File: src/rtl/keypad_pkg.sv
// Shared types and constants for the 4x4 matrix keypad scanner:
// FSM encoding, the {row,col} key map and the code helpers.
package keypad_pkg;

  typedef enum logic [1:0] {
    ST_SCAN     = 2'd0,
    ST_DEBOUNCE = 2'd1,
    ST_HELD     = 2'd2,
    ST_RELEASE  = 2'd3
  } kp_state_e;

  localparam logic [3:0] KEY_CLEAR = 4'hC;
  localparam logic [3:0] DEC_MAX   = 4'd9;

  // Nibble n holds the code for {row,col} == n; row3 reads 0 F E D.
  localparam logic [63:0] KEY_MAP = 64'hDEF0_C987_B654_A321;

  function automatic logic [3:0] key_lookup(input logic [1:0] row, input logic [1:0] col);
    logic [5:0] base;
    base = {row, col, 2'b00};
    return KEY_MAP[base +: 4];
  endfunction

  // Lowest-indexed low row wins when several rows are pulled down together.
  function automatic logic [1:0] first_low_row(input logic [3:0] rows);
    logic [1:0] idx;
    casez (rows)
      4'b???0: idx = 2'd0;
      4'b??01: idx = 2'd1;
      4'b?011: idx = 2'd2;
      4'b0111: idx = 2'd3;
      default: idx = 2'd0;
    endcase
    return idx;
  endfunction

  function automatic logic is_decimal(input logic [3:0] code);
    return (code <= DEC_MAX);
  endfunction

endpackage

File: src/rtl/keypad_scan_row_sync.sv
// Two-flop synchronizer for the asynchronous, active-low keypad rows.
// Resets to all-high so an idle keypad is seen during reset release.
module row_sync (
  input  logic       clk,
  input  logic       rst_n,
  input  logic [3:0] row_async,
  output logic [3:0] row_sync_r
);

  logic [3:0] meta_r;

  // Two-stage capture of the raw row lines.
  always_ff @(posedge clk or negedge rst_n) begin
    if (!rst_n) begin
      meta_r     <= 4'hF;
      row_sync_r <= 4'hF;
    end else begin
      meta_r     <= row_async;
      row_sync_r <= meta_r;
    end
  end

endmodule

File: src/rtl/keypad_scan.sv
// 4x4 keypad scanner: rotates one low column, debounces press and release
// on the frozen column, and keeps a two-digit BCD entry register.
module keypad_scan
  import keypad_pkg::*;
#(
  parameter int SCAN_TICKS     = 100000,
  parameter int DEBOUNCE_SCANS = 4
) (
  input  logic       clk,
  input  logic       rst_n,
  input  logic [3:0] ROW,
  output logic [3:0] COL,
  output logic [3:0] key_code,
  output logic       key_valid,
  output logic       key_held,
  output logic [3:0] digit0,
  output logic [3:0] digit1
);

  localparam int TW = (SCAN_TICKS > 1) ? $clog2(SCAN_TICKS) : 1;
  localparam int CW = $clog2(DEBOUNCE_SCANS + 1);
  localparam logic [TW-1:0] TICK_LAST = TW'(SCAN_TICKS - 1);
  localparam logic [CW-1:0] CNT_TGT   = CW'(DEBOUNCE_SCANS);
  localparam logic [CW-1:0] CNT_ONE   = CW'(1);
  localparam logic [CW-1:0] CNT_ZERO  = CW'(0);

  logic [3:0]    rs_s;
  logic [TW-1:0] timer_r;
  logic          tick_s;
  kp_state_e     state_r;
  kp_state_e     state_s;
  logic [CW-1:0] cnt_r;
  logic [CW-1:0] cnt_s;
  logic [CW-1:0] cnt_inc_s;
  logic [1:0]    col_idx_r;
  logic [1:0]    cand_row_r;
  logic [1:0]    cand_row_s;
  logic          cand_low_s;
  logic          advance_s;
  logic          accept_s;
  logic          release_s;
  logic [3:0]    code_s;

  row_sync u_row_sync (
    .clk        (clk),
    .rst_n      (rst_n),
    .row_async  (ROW),
    .row_sync_r (rs_s)
  );

  assign tick_s     = (timer_r == TICK_LAST);
  assign cand_low_s = ~rs_s[cand_row_r];
  assign cnt_inc_s  = (cnt_r == CNT_TGT) ? cnt_r : (cnt_r + CNT_ONE);
  // In the DEBOUNCE_SCANS==1 case the row is taken straight from the sample.
  assign code_s     = key_lookup(cand_row_s, col_idx_r);

  // Column period timer; the last count is the sample tick.
  always_ff @(posedge clk or negedge rst_n) begin
    if (!rst_n) begin
      timer_r <= '0;
    end else if (tick_s) begin
      timer_r <= '0;
    end else begin
      timer_r <= timer_r + TW'(1);
    end
  end

  // Next-state and event decode, evaluated only on sample ticks.
  always_comb begin
    state_s    = state_r;
    cnt_s      = cnt_r;
    cand_row_s = cand_row_r;
    advance_s  = 1'b0;
    accept_s   = 1'b0;
    release_s  = 1'b0;
    if (tick_s) begin
      case (state_r)
        ST_SCAN: begin
          if (rs_s == 4'hF) begin
            advance_s = 1'b1;
          end else begin
            cand_row_s = first_low_row(rs_s);
            cnt_s      = CNT_ONE;
            if (DEBOUNCE_SCANS == 1) begin
              accept_s = 1'b1;
              state_s  = ST_HELD;
            end else begin
              state_s  = ST_DEBOUNCE;
            end
          end
        end
        ST_DEBOUNCE: begin
          if (cand_low_s) begin
            cnt_s = cnt_inc_s;
            if (cnt_inc_s == CNT_TGT) begin
              accept_s = 1'b1;
              state_s  = ST_HELD;
            end else begin
              state_s  = ST_DEBOUNCE;
            end
          end else begin
            cnt_s     = CNT_ZERO;
            advance_s = 1'b1;
            state_s   = ST_SCAN;
          end
        end
        ST_HELD: begin
          if (cand_low_s) begin
            state_s = ST_HELD;
          end else begin
            cnt_s = CNT_ONE;
            if (DEBOUNCE_SCANS == 1) begin
              release_s = 1'b1;
              advance_s = 1'b1;
              state_s   = ST_SCAN;
            end else begin
              state_s   = ST_RELEASE;
            end
          end
        end
        ST_RELEASE: begin
          if (!cand_low_s) begin
            cnt_s = cnt_inc_s;
            if (cnt_inc_s == CNT_TGT) begin
              release_s = 1'b1;
              advance_s = 1'b1;
              state_s   = ST_SCAN;
            end else begin
              state_s   = ST_RELEASE;
            end
          end else begin
            cnt_s   = CNT_ZERO;
            state_s = ST_HELD;
          end
        end
        default: begin
          cnt_s   = CNT_ZERO;
          state_s = ST_SCAN;
        end
      endcase
    end else begin
      state_s = state_r;
    end
  end

  // FSM state, debounce count and candidate row.
  always_ff @(posedge clk or negedge rst_n) begin
    if (!rst_n) begin
      state_r    <= ST_SCAN;
      cnt_r      <= '0;
      cand_row_r <= 2'd0;
    end else begin
      state_r    <= state_s;
      cnt_r      <= cnt_s;
      cand_row_r <= cand_row_s;
    end
  end

  // One-cold column rotate, frozen except when the FSM advances it.
  always_ff @(posedge clk or negedge rst_n) begin
    if (!rst_n) begin
      COL       <= 4'b1110;
      col_idx_r <= 2'd0;
    end else if (advance_s) begin
      COL       <= {COL[2:0], COL[3]};
      col_idx_r <= col_idx_r + 2'd1;
    end else begin
      COL       <= COL;
      col_idx_r <= col_idx_r;
    end
  end

  // Key event outputs.
  always_ff @(posedge clk or negedge rst_n) begin
    if (!rst_n) begin
      key_valid <= 1'b0;
      key_code  <= 4'h0;
      key_held  <= 1'b0;
    end else begin
      key_valid <= accept_s;
      if (accept_s) begin
        key_code <= code_s;
        key_held <= 1'b1;
      end else if (release_s) begin
        key_held <= 1'b0;
      end else begin
        key_held <= key_held;
      end
    end
  end

  // BCD entry register: decimal keys shift in, C clears, letters are ignored.
  always_ff @(posedge clk or negedge rst_n) begin
    if (!rst_n) begin
      digit0 <= 4'h0;
      digit1 <= 4'h0;
    end else if (accept_s) begin
      if (is_decimal(code_s)) begin
        digit1 <= digit0;
        digit0 <= code_s;
      end else if (code_s == KEY_CLEAR) begin
        digit1 <= 4'h0;
        digit0 <= 4'h0;
      end else begin
        digit1 <= digit1;
        digit0 <= digit0;
      end
    end else begin
      digit1 <= digit1;
      digit0 <= digit0;
    end
  end

endmodule

File: config.mk
export PLATFORM = sky130hd
export DESIGN_NAME = keypad_scan
export DESIGN_NICKNAME = d
export VERILOG_FILES = /design/src/rtl/keypad_pkg.sv /design/src/rtl/keypad_scan_row_sync.sv /design/src/rtl/keypad_scan.sv
export SDC_FILE = /design/constraint.sdc
export NUM_CORES = 1
export LEC_CHECK = 0
export CAP_MARGIN = 5
export CORE_MARGIN = 4
export CORE_UTILIZATION = 30
export DETAILED_ROUTE_END_ITERATION = 12
export SYNTH_ARGS = -nofsm -noshare
export SYNTH_HDL_FRONTEND = slang
export SYNTH_SLANG_ARGS = --single-unit
File: constraint.sdc
create_clock -name clk -period 2.81 [get_ports clk]
set_input_delay 0.281 -clock clk [delete_from_list [all_inputs] [get_ports clk]]
set_output_delay 0.281 -clock clk [all_outputs]
set_load 0.01 [all_outputs]
==> results.md <==
- The main flop type after synthesis is dfrtp_1.
- The number of synthesized flops with an enable pin is 0.
- The routed layout has approximately 2100 vias.
- The post-route core utilization is about 40%.
- The total nets after synthesis is about 270.
- The initial antenna violation count is 0.
- Summed over all layers, the routed wires come to 5.62 mm.
- The maximum number of pins on one net before global-route repair is 26.
- The diode insertion count for antenna repair is 0.
- The busiest layer in global routing is met2.
- The mean routed wirelength per cell is ~13 um.
- Detailed placement finished with a half-perimeter wire length of approximately 4.2 mm.
- Once routing completed, OpenROAD measured the worst setup slack at -36.2 ps.
- The total iterations of the first detailed-routing run is 6.
- Among cell families on the critical path, the largest total delay comes from simple AND/OR/NAND/NOR gates.
- The warning count from the yosys run is 0.
- Once the floorplan was initialized, standard cells occupied between 30 and 40% of the core.
- The floorplan step set the die height to between 100 and 150 um.
- The post-synthesis average cell area is 10.8 um2.
- The largest fanout of any net on the critical path is 8.
- The clock tree synthesis step divided the H-tree into 2 levels.
- The worst-case IR drop observed on VDD is between 0.15 and 0.2 mV.
- The post-place setup slack is -109 ps.
- The number of failing setup endpoints in the final timing report is 3.
- After the first detailed-routing iteration, the DRC count stood at 84.
- After layout, the minimum clock period comes to approximately 2800 ps.
- Summing all placed instances gives a cell area of roughly 3300 um2.
- The dominant cell by count in the synthesized netlist is dfrtp_1.
- For the final database, setup skew stands at roughly 10 ps.
- The cell that appears most often on the critical path is or4b_4.
- TritonCTS created 5 clock buffers.
- The met2 track demand over resource in global routing is a little under a fifth.
- For this run, the total global-route usage over all layers was measured as 11.1%.
- The reg-to-reg setup timing slack is -40 ps.
- The critical path in this run is classified as flip-flop to flip-flop.
- The number of nets in the layout is 325.
- The endpoint arrival time on the critical path is 3040 ps.
- The met1 track demand over resource in global routing is ~14%.
- The synthesized design contains 52 register bits.
- Power comes to ~0.0012 W.
- For this run, global-route usage on met3 was measured as approximately 2.5%.
- After synthesis, the largest area contributor takes up 37.7% of total cell area.
- The synthesized cell area is between 2000 and 3000 um2.
- The die covers ~11000 um2.
- The global-route wire length before repair is around 9.5 mm.
- The final reports fail on setup timing.
- The tool flagged a number of max-cap violations equal to 0.
- Of the available clock period, the critical path in the final layout requires 101%.
- Summed over all instances, the cell type with the most area after synthesis is dfrtp_1.
- The site row count is 34.
- The endpoint type of the worst setup path is a flip-flop.
- Clock-pin slew was measured on the worst setup and hold paths at roughly 100 ps.
- The number of max-slew violations in the final report is 0.
- The DRC violation count after routing is 0.
- The final global-route overflow total is 0.
- The leakage component of the power is around 1.5 nW.
- Of the synthesized area, sequential elements account for roughly half.
- The post-route netlist has 32.6% of its cells at a drive strength greater than 1.
- On the worst path, the slowest cell contributes a delay of roughly 560 ps.
- The max-slew headroom at the worst pin is between 60% and 70%.
- Buffers placed on the I/O ports in this run total 23.
- The count of nets left with antenna violations once routing finished came out at 0.
- Setup repair after global routing could not meet its margin everywhere.
- The post-synthesis instance total is ~250.
- The final design instance area without fill is around 3500 um2.
- Ranked by total cell area, the synthesized netlist is headed by dfrtp_1 (38%), dfstp_2 (11%), nand2_1 (3.9%).
- The via-per-instance ratio is 4.95.
- The worst hold margin is between 200 and 300 ps.
- The top-level I/O count is 24.
- The critical path starts at timer_r[12].
- At the pin with the least slew margin, the transition time is around 530 ps.
- The routability congestion estimate from global placement is just under 0.8.
- The number of distinct library cells after synthesis is 63.
- The longest clock path from root to sink contains 2 buffers.
- The sum of buffers and inverters on the critical path is 0.
- On the critical path, the stage with the largest delay is an instance of or4b_4.
- The post-synthesis async set-or-reset flop share is 100%.
- Fill cells in the final layout number about 860.
- From left edge to right edge, the die measures a little over 100 um.
- The worst reg2reg path startpoint is timer_r[12].
- By count the netlist is led by dfrtp_1 (41), nand2_1 (28), nor2_1 (15), a21oi_1 (13).
- The clock reaches the later pin of the worst-skew pair after approximately 300 ps.
- The via count of the first global-routing pass came to slightly above 2000.
- The floorplan core area is 8760 um2.
- The tree is rooted in a clkbuf_8.
- The final hold violation count came to 0.
- Dividing total power by cell area gives a power density of 350 nW/um2.
- The timing-limited maximum frequency is ~0.35 GHz.
- Relative to the synthesized area, the layout overhead comes to 28.4%.
- The worst setup path is launched from a flip-flop.
- The TritonCTS sink count is 52.
- The kind of path behind the tightest hold check is primary input to asynchronous set/reset pin.
- STA puts the critical path data required time at 3010 ps.
- Traced cell by cell, the critical path runs through or4b_4 > nor4_4 > a31oi_4 > or4b_4 > and2_4 > o32a_4 > mux2_4.
- TritonCTS built the clock tree.
- The run finished, with violations left.
==> kinds of logic (layout without fill, tap and decap cells) <==
family,count (synthesis),count (layout),synth area share [%]
compound gates,55,55,15.2
flops,52,52,48.3
fa+ha+maj,7,7,3.22
buf+inv,19,80,3.54
simple gates,92,92,19.3
mux,12,12,5.70
xor+xnor,15,15,4.82
==> worst paths after layout <==
path	end	cells after the start
max in group asynchronous	COL[2]	3
min in group clk	u_row_sync.row_sync_r[1]	0
setup reg to reg	digit1[2]	7
setup / recovery	digit1[2]	7
hold / removal	timer_r[0]	2
hold reg to reg	u_row_sync.row_sync_r[1]	0
==> registers in the layout (all words and copies together), names as in the netlist, 3 cells and up <==
| register | count |
|---|---|
| key_code | 4 |
| cnt_r | 3 |
| COL | 4 |
| timer_r | 17 |
| digit0 | 4 |
| u_row_sync.meta_r | 4 |
| digit1 | 4 |
| u_row_sync.row_sync_r | 4 |
==> what timing repair did <==
| action | 4_1_cts | 5_1_grt |
|---|---|---|
| gates resized for setup | 3 | 15 |
| endpoints found under the hold margin | 3 | 0 |
| hold buffers | 1 | 0 |
| pin swaps | 3 | 8 |
| setup buffers | 0 | 1 |
| endpoints found under the setup margin | 9 | 9 |
| cloned | 0 | 1 |
==> cell type report <==
| class | instances | area [um2] | share of cell area, % |
|---|---|---|---|
| timing repair buffer | 61 | 524 | 15.0 |
| multi-input combinational | 181 | 1390 | 39.7 |
| clock buffer | 5 | 68.8 | 1.97 |
| sequential | 52 | 1320 | 37.6 |
| clock inverter | 3 | 23.8 | 0.680 |
| inverter | 11 | 41.3 | 1.18 |
| tap | 108 | 135 | 3.86 |
==> stage by stage <==
step | instances | TNS (ps)
2_1_floorplan | 252 | -285
3_3_place_gp | 410 | -323
3_5_place_dp | 410 | -669
4_1_cts | 419 | -195
5_1_grt | 421 | -635
6_report | 421 | -105
==> worst reg2reg max path, cell delays in order, from the launching register on <==
cell and delay [ps]:
dfrtp_1 390, or4b_4 560, nor4_4 390, a31oi_4 190
or4b_4 520, and2_4 170, o32a_4 230, mux2_4 300
==> report_power, final <==
part	total [W]	internal (W)	switching (W)
sequential	0.000763	0.000759	0.00000438
clock	0.000427	0.000177	0.000250
combinational	0.0000333	0.0000117	0.0000216
==> per-layer routing <==
metal | up-vias | share of wire [%]
li1 | 1024 | -
met1 | 1011 | 47
met2 | 43 | 48
met3 | 6 | 4.2
met4 | 0 | 1.1
met5 | - | 0
==> cell usage in the layout, fill, tap and decap left out, drive strengths merged, types with 3 or more instances in the layout <==
cell type / Yosys / routed
xnor2: 7 / 7
dfrtp: 41 / 41
o31a: 4 / 4
clkdlybuf4s50: 0 / 22
nand2b: 3 / 3
nor2: 16 / 16
o211ai: 3 / 3
clkbuf: 6 / 5
xor2: 8 / 8
and3: 5 / 5
nor3: 3 / 3
a21oi: 14 / 14
inv: 11 / 11
nand4: 5 / 5
nand2: 28 / 28
or3: 6 / 6
dfstp: 11 / 11
nand4b: 3 / 3
mux2: 9 / 9
buf: 2 / 38
a211oi: 3 / 3
or4b: 4 / 4
nand3: 9 / 9
o21ai: 11 / 11
a31oi: 3 / 3
nor4: 3 / 3
ha: 7 / 7
No activity file was read; power rests on OpenSTA's default activity.
